### src/rtl/rate_tick_counter_pkg.sv
// rtl/rate_tick_counter_pkg.sv - shared rate constants and counter action encoding
package rate_tick_counter_pkg;

    // div_value settings for a 50 MHz clock; RATE_0P25HZ needs DIV_W >= 28
    localparam int RATE_FULL   = 0;
    localparam int RATE_1HZ    = 49_999_999;
    localparam int RATE_0P5HZ  = 99_999_999;
    localparam int RATE_0P25HZ = 199_999_999;

    typedef enum logic [1:0] {
        ACT_HOLD,
        ACT_LOAD,
        ACT_UP,
        ACT_DOWN
    } cnt_act_e;

endpackage

### src/rtl/rate_tick_counter_if.sv
// rtl/rate_tick_counter_if.sv - control and status bundle of the rate tick counter
interface rate_tick_counter_if #(
    parameter int DIV_W = 28,
    parameter int CNT_W = 4
);
    logic             enable;
    logic [DIV_W-1:0] div_value;
    logic             up_down;
    logic             load;
    logic [CNT_W-1:0] load_value;
    logic             tick;
    logic [CNT_W-1:0] q;
    logic             wrap;

    modport master (
        output enable, div_value, up_down, load, load_value,
        input  tick, q, wrap
    );

    modport slave (
        input  enable, div_value, up_down, load, load_value,
        output tick, q, wrap
    );
endinterface

### src/rtl/rate_tick_counter_rate_divider.sv
// rtl/rate_tick_counter_rate_divider.sv - programmable down-counting divider with registered tick
module rate_divider #(
    parameter int DIV_W = 28
) (
    input  logic             clock,
    input  logic             clear,
    input  logic             enable,
    input  logic [DIV_W-1:0] div_value,
    output logic             tick_next,
    output logic             tick
);
    logic [DIV_W-1:0] dcount;

    always_comb begin
        tick_next = enable && (dcount == '0);
    end

    // div_value is only sampled on reload, so a mid-period change waits for the next period
    always_ff @(posedge clock) begin
        if (clear) begin
            dcount <= div_value;
            tick   <= 1'b0;
        end else begin
            tick <= tick_next;
            if (enable) begin
                if (dcount == '0) begin
                    dcount <= div_value;
                end else begin
                    dcount <= dcount - DIV_W'(1);
                end
            end
        end
    end
endmodule

### src/rtl/rate_tick_counter.sv
// rtl/rate_tick_counter.sv - rate divider feeding a loadable up/down modulo counter with wrap pulse
import rate_tick_counter_pkg::*;

module rate_tick_counter #(
    parameter int DIV_W   = 28,
    parameter int CNT_W   = 4,
    parameter int CNT_MAX = 15
) (
    input  logic          clock,
    input  logic          clear,
    rate_tick_counter_if.slave bus
);
    localparam logic [CNT_W-1:0] QMAX = CNT_W'(CNT_MAX);

    logic             tick_next;
    cnt_act_e         act;
    logic [CNT_W-1:0] q_r;
    logic             wrap_r;

    rate_divider #(
        .DIV_W(DIV_W)
    ) u_divider (
        .clock     (clock),
        .clear     (clear),
        .enable    (bus.enable),
        .div_value (bus.div_value),
        .tick_next (tick_next),
        .tick      (bus.tick)
    );

    // load swallows a coincident step; the divider still reloads and ticks on its own
    always_comb begin
        act = ACT_HOLD;
        if (bus.load) begin
            act = ACT_LOAD;
        end else if (tick_next) begin
            act = bus.up_down ? ACT_UP : ACT_DOWN;
        end
    end

    always_ff @(posedge clock) begin
        if (clear) begin
            q_r    <= '0;
            wrap_r <= 1'b0;
        end else begin
            wrap_r <= 1'b0;
            case (act)
                ACT_LOAD: q_r <= (bus.load_value > QMAX) ? QMAX : bus.load_value;
                ACT_UP: begin
                    if (q_r == QMAX) begin
                        q_r    <= '0;
                        wrap_r <= 1'b1;
                    end else begin
                        q_r <= q_r + CNT_W'(1);
                    end
                end
                ACT_DOWN: begin
                    if (q_r == '0) begin
                        q_r    <= QMAX;
                        wrap_r <= 1'b1;
                    end else begin
                        q_r <= q_r - CNT_W'(1);
                    end
                end
                default: q_r <= q_r;
            endcase
        end
    end

    assign bus.q    = q_r;
    assign bus.wrap = wrap_r;
endmodule

### src/flat_wrapper.sv
// flat-port wrapper written by rule: the top's interface ports become plain ports
module rate_tick_counter_flat 
#(
    parameter int DIV_W   = 28,
    parameter int CNT_W   = 4,
    parameter int CNT_MAX = 15
)
  (clock, clear, bus_enable, bus_div_value, bus_up_down, bus_load, bus_load_value, bus_tick, bus_q, bus_wrap);
  rate_tick_counter_if #(.DIV_W(DIV_W), .CNT_W(CNT_W)) bus_i ();
  input  logic clock;
  input  logic clear;
  input wire logic [$bits(bus_i.enable)-1:0] bus_enable;
  input wire logic [$bits(bus_i.div_value)-1:0] bus_div_value;
  input wire logic [$bits(bus_i.up_down)-1:0] bus_up_down;
  input wire logic [$bits(bus_i.load)-1:0] bus_load;
  input wire logic [$bits(bus_i.load_value)-1:0] bus_load_value;
  output wire logic [$bits(bus_i.tick)-1:0] bus_tick;
  output wire logic [$bits(bus_i.q)-1:0] bus_q;
  output wire logic [$bits(bus_i.wrap)-1:0] bus_wrap;
  assign bus_i.enable = bus_enable;
  assign bus_i.div_value = bus_div_value;
  assign bus_i.up_down = bus_up_down;
  assign bus_i.load = bus_load;
  assign bus_i.load_value = bus_load_value;
  assign bus_tick = bus_i.tick;
  assign bus_q = bus_i.q;
  assign bus_wrap = bus_i.wrap;
  rate_tick_counter #(.DIV_W(DIV_W), .CNT_W(CNT_W), .CNT_MAX(CNT_MAX)) u_core (.clock(clock), .clear(clear), .bus(bus_i));
endmodule
### config.mk
export PLATFORM = sky130hd
export DESIGN_NAME = rate_tick_counter_flat
export DESIGN_NICKNAME = d
export VERILOG_FILES = /design/src/rtl/rate_tick_counter_pkg.sv /design/src/rtl/rate_tick_counter_if.sv /design/src/rtl/rate_tick_counter_rate_divider.sv /design/src/rtl/rate_tick_counter.sv /design/src/flat_wrapper.sv
export SDC_FILE = /design/constraint.sdc
export NUM_CORES = 1
export LEC_CHECK = 0
export BUFFER_PORTS_ARGS = -buffer_cell sky130_fd_sc_hd__clkbuf_2
export CORE_MARGIN = 2
export CORE_UTILIZATION = 40
export DETAILED_ROUTE_END_ITERATION = 12
export GPL_TIMING_DRIVEN = 0
export HOLD_SLACK_MARGIN = 0.08
export PLACE_DENSITY = 0.75
export SYNTH_ARGS = -nofsm -noshare
export SYNTH_HDL_FRONTEND = slang
export SYNTH_SLANG_ARGS = --single-unit
export TNS_END_PERCENT = 30
### constraint.sdc
create_clock -name clock -period 2.4 [get_ports clock]
set_clock_uncertainty 0.15 [all_clocks]
set_input_delay 0.24 -clock clock [delete_from_list [all_inputs] [get_ports clock]]
set_output_delay 0.24 -clock clock [all_outputs]
set_load 0.02 [all_outputs]
# Yosys cells after proc, flatten, opt, wreduce, memory -nomap -nowiden
# Cells that the tools add are included.
[totals] reg_bits=34 in_bits=37 out_inout_bits=6 word_cells=30
[classes] add_sub_neg=3 magnitude_cmp=1 n_eq_ne=4 muxes=13 reduce_logical=5
[op_table] cell="$mux 28" n=3
[op_table] cell="$logic_not 28->1" n=1
[op_table] cell="$sub 28x1->28 const B" n=1
[op_table] cell="$mux 4" n=3
[op_table] cell="$pmux 4 s3" n=1
[op_table] cell="$add 4x1->4 const B" n=1
[op_table] cell="$eq 2x2->1 const B" n=2
[op_table] cell="$eq 4x4->1 const B" n=1
[op_table] cell="$gt 4x4->1 const B" n=1
[op_table] cell="$logic_not 4->1" n=1
[op_table] cell="$mux 2" n=2
[op_table] cell="$sub 4x1->4 const B" n=1
[op_table] cell="$mux 1" n=3
[op_table] cell="$reduce_bool 3->1" n=1
[op_table] cell="$eq 2x1->1 const B" n=1
[op_table] cell="$pmux 1 s2" n=1
[op_table] cell="$reduce_bool 2->1" n=1
[op_table] cell="$logic_and 1x1->1" n=1

# Longest topological paths before layout
[depth] word_depth=6 ltp_mapped=8 depth_no_buf=7

# Modules after synthesis
# A second synthesis with hierarchy kept.
[unflattened] cells_unflattened=225 hier_area_um2=2150.8
[by_module_without_submodules] mod="rate_divider" instances=1 cells_each=172 area_per_inst_um2=1767.9 seq_area_each_um2=860.8
[by_module_without_submodules] mod="rate_tick_counter" instances=1 cells_each=53 area_per_inst_um2=382.9 seq_area_each_um2=100.1

# Least setup slack after synthesis
# Ideal clock, no wire load.
[synth_timing] path_kind="reg2reg" from="reg u_core.u_divider.dcount[18]" to="reg u_core.q_r[0], in the netlist u_core.bus.q[0]" setup_time_ns=0.122 arrival_time_ns=2.103 required_ns=2.128 path_slack_ns=0.025 stages_incl_launch_ff=7 path_buffers=1 synth_period_minus_slack_ns=2.375 cell_sequence="edfxtp_1 or4_1 buf_2 nor4b_2 and4_1 or4b_1 o311a_1"
[synth_via] elab_chain_len=6 elab_cells_between_ends=9 classes_between="3 x eq/ne; 3 x mux; 3 x reduce/logical"
[synth_rtl] element="from (decl)" line="rate_tick_counter_rate_divider.sv:12" source="logic [DIV_W-1:0] dcount;"
[synth_rtl] element="from (signal assigned)" line="rate_tick_counter_rate_divider.sv:21" source="dcount <= div_value;"
[synth_rtl] element="from (signal assigned)" line="rate_tick_counter_rate_divider.sv:27" source="dcount <= div_value;"
[synth_rtl] element="from (signal assigned)" line="rate_tick_counter_rate_divider.sv:29" source="dcount <= dcount - DIV_W'(1);"
[synth_rtl] element="$logic_not 28->1 *" line="rate_tick_counter_rate_divider.sv:15" source="tick_next = enable && (dcount == '0);"
[synth_rtl] element="$logic_and 1x1->1 *" line="rate_tick_counter_rate_divider.sv:15"
[synth_rtl] element="$mux 2 *" line="rate_tick_counter.sv:36" source="end else if (tick_next) begin"
[synth_rtl] element="$mux 2 *" line="rate_tick_counter.sv:34" source="if (bus.load) begin"
[synth_rtl] element="$eq 2x2->1 / $eq 2x1->1 (equally long branches)" line="rate_tick_counter.sv:47" source="case (act)"
[synth_rtl] element="$pmux 4 s3 / $reduce_bool 3->1 (equally long branches)"
[synth_rtl] element="to (signal assigned)" line="rate_tick_counter.sv:48" source="ACT_LOAD: q_r <= (bus.load_value > QMAX) ? QMAX : bus.load_value;"
[synth_rtl] element="to (signal assigned)" line="rate_tick_counter.sv:54" source="q_r <= q_r + CNT_W'(1);"
[synth_rtl] element="to (signal assigned)" line="rate_tick_counter.sv:62" source="q_r <= q_r - CNT_W'(1);"
[synth_rtl] element="to (decl)" line="rate_tick_counter.sv:17" source="logic [CNT_W-1:0] q_r;"
# Mark *: on every way between the ends. The rest lies on a longest branch, timed or not.
# A chain may end at the register's enable or synchronous reset.

# Worst setup path after layout
[layout_timing] from="reg u_core.u_divider.dcount[19]" to="reg u_core.q_r[0], in the netlist u_core.bus.q[0]"
# Same word-level chain as after synthesis.

==> results.md <==
- Status: finished clean
- Fmax: 0.418 GHz
- Fin Setup TNS: 0 ps
- Cell taking the most area after synthesis: edfxtp_1
- Area growth syn-to-layout: 27.1%
- Synth cell types: 38
- Core ar.: 0.00511 sq mm
- Initial antenna violation count: 0
- DRT iter0 DRCs: 106
- I/O Pins: 43
- Final setup viols: 0
- Relative slew slack: 53.5%
- Final Hold Viols: 0
- Die width: 76.8 um
- Register area share after synthesis: 45.4%
- Unrepaired setup endpoints after global routing: yes
- N_diodes: 0
- EDFF count, synth: 28
- Tightest Pin Transition: 698 ps
- Vias in the first global route: 1,844
- Drt wl/cell: 13.8 um
- Multi-input gate area: 0.00116 sq mm
- I/O Buffers: 41
- Placement Rows: 26
- Post-synth top area share: 39.7%
- Hold depth: 3
- Nets: 329
- FF+latch count, synth: 34
- Fill cells: 488
- Largest net degree at the start of global routing: 29
- Prevailing post-synth register cell: edfxtp_1
- Final WL: 4940 um
- Final Cell Area: 0.00269 sq mm
- Via count: 1,900
- Clock share of power: 34.3%
- Sw Ratio: 27.1%
- Final cell count without fillers: 359
- Final hold slack: 87.8 ps
- Total CTS buffers: 5
- Syn Nets: 271
- Synth area leaders: edfxtp_1 40%, xnor2_1 7.4%, nor2_1 7.1%
- FF/Latch Area: 961 sq um
- Final ANT Viol Nets: 0
- Path depth of the worst reg2reg path: 6
- Root buffer cell: clkbuf_8
- Fin crit share: 99.6%
- Psw: 419 uW
- Residual DRC: 0
- Die height: 76.8 um
- Placed Instances: 341
- Post-synthesis area per instance: 9.21 sq um
- Max H-tree Level: 2
- Avg Vias per Cell: 5.29
- Max-Cap Viols: 0
- CP Capture Type: flip-flop
- Share of cells above drive strength 1: 28.4%
- Final Wtd Congestion: 0.836
- Share of flip-flops with an asynchronous set or reset: 0%
- Worst endpoint required time: 2430 ps
- Critical Path End: u_core.bus.q[0]
- TritonRoute pass-1 iters: 4
- Congestion Overflow GR: 0
- Clk slew on worst S/H paths: 70 ps
- Gr usage total: 17.6%
- Cell Area, Placed: 0.00241 sq mm
- Register share of total power: 49.7%
- CTS Sinks: 34
- Die Footprint: 0.00589 sq mm
- Worst Hold Class: in2reg
- Combinational share of power: 15.9%
- First-pass GRT wire length: 8370 um
- VDD IR-drop max: 0.310 mV
- Initial Util: 41.5%
- Critical Path AT: 2420 ps
- Clock tree buffer depth: 2
- Post-Syn Area: 0.00212 sq mm
- P_int: 1.13 mW
- RR Endpoint: u_core.bus.q[0]
- Fin crit period: 2390 ps
- Leakage Power: 0.981 nW
- Setup WS pre-CTS: -364 ps
- Register-to-register setup slack: 9 ps
- Power per standard cell area: 574 mW/mm^2
- Crit Path Max Fanout: 3
- Slew Viols, Final: 0
- Ys Warns: 0
- WS Path Type: reg2reg
- Worst setup margin: 9.11 ps
- CTS tree: yes
- Detailed Place HPWL: 3390 um
- Clock Latency Late Sink: 300 ps
- Post-Syn Instances: 230
- Crit path launch type: flip-flop
- Worst setup startpoint: u_core.u_divider.dcount[19]
- FF-to-FF Start: u_core.u_divider.dcount[19]
==> Yosys cell counts (4+ instances only) <==
cell type	count
clkbuf_1	10
edfxtp_1	28
nand2_1	10
nor4_1	12
a21oi_1	29
inv_1	9
nand4_1	8
or3_1	6
dfxtp_1	6
xor2_1	9
nor3_1	8
ha_1	4
xnor2_1	18
nor2_1	40
==> power groups by stage <==
stage | sequential [mW] | combinational [mW] | clock (mW)
6_report | 0.768 | 0.246 | 0.530
5_1_grt | 0.776 | 0.277 | 0.563
4_1_cts | 0.764 | 0.240 | 0.536
3_5_place_dp | 0.776 | 0.222 | 0
3_3_place_gp | 0.774 | 0.217 | 0
2_1_floorplan | 0.768 | 0.148 | 0
==> timing repair <==
item,CTS,global route
gates resized for setup,10,14
hold buffers,1,0
endpoints found under the hold margin,1,0
pin swaps,4,2
setup endpoints to repair,29,30
setup buffers,5,5
==> routing by layer <==
metal	vias to the layer above	global-route usage [%]	routed length [um]
met5	-	0	0
met4	0	6.00	78
met2	44	29.5	2440
li1	959	-	-
met1	890	22.8	2220
met3	7	3.18	198
==> state kept, by name, summed over array words and instances (netlist names) <==
signal	count
u_core.bus.wrap	1
u_core.u_divider.dcount	28
u_core.bus.q	4
u_core.u_divider.tick	1
==> worst min-delay path by stage <==
stage | startpoint | endpoint | slack, ps
after floorplan | bus_load | u_core.bus.q[0] | 250
after global placement | bus_load_value[1] | u_core.bus.q[1] | 360
after detailed placement | bus_load_value[2] | u_core.bus.q[2] | 370
after CTS | bus_load_value[3] | u_core.bus.q[3] | 80
after global routing | bus_load_value[3] | u_core.bus.q[3] | 100
final | bus_load_value[3] | u_core.bus.q[3] | 90
==> critical path, cell delays in order, from the launching register on <==
cell and delay, ps:
edfxtp_1 420, or4_4 550, buf_6 140, nor4b_4 190, and4_4 260, or4b_1 430, o311a_1 130
==> cells in the final DEF (no fill, tap or decap), types with 2 or more instances in the layout <==
| cell | netlist | final |
|---|---|---|
| nor4_1 | 12 | 6 |
| nor2_1 | 40 | 40 |
| nor3_1 | 8 | 7 |
| buf_4 | 0 | 10 |
| o21ai_0 | 2 | 2 |
| nor4_2 | 0 | 6 |
| dfxtp_1 | 6 | 6 |
| nand2_1 | 10 | 10 |
| edfxtp_1 | 28 | 28 |
| ha_1 | 4 | 3 |
| nor2b_1 | 2 | 2 |
| clkbuf_1 | 10 | 4 |
| xnor2_1 | 18 | 18 |
| clkbuf_8 | 0 | 5 |
| or3_1 | 6 | 6 |
| a21oi_1 | 29 | 28 |
| nand4_1 | 8 | 8 |
| or2_2 | 2 | 2 |
| xor2_1 | 9 | 9 |
| inv_1 | 9 | 9 |
| clkbuf_2 | 0 | 46 |
| nand3_1 | 2 | 2 |
| clkinv_2 | 0 | 2 |
| a31oi_1 | 3 | 3 |
==> cell families (layout without fill, tap and decap cells) <==
kind of cell,Yosys count,after routing,share of synthesized area (%)
mux,2,2,1.00
simple gates,100,100,24.9
compound gates,43,43,11.6
flops,34,34,45.4
xor+xnor,27,27,11.2
fa+ha+maj,4,4,2.36
buf+inv,20,79,3.60
==> final cells by class <==
cell class / count / area share, %
timing repair buffer: 52 / 10.8
tap: 70 / 3.25
clock buffer: 5 / 2.56
inverter: 9 / 1.26
multi-input combinational: 176 / 43.0
sequential: 34 / 35.7
clock inverter: 3 / 1.49
buffer: 10 / 1.91
==> stage by stage <==
step                      power, mW  util [%]
final                          1.54      52.7
after global routing           1.62      52.7
after CTS                      1.54      50.9
after detailed placement      0.998      47.2
after global placement        0.990      47.2
after floorplan               0.917         -
Power figures use the tool's default switching activity.
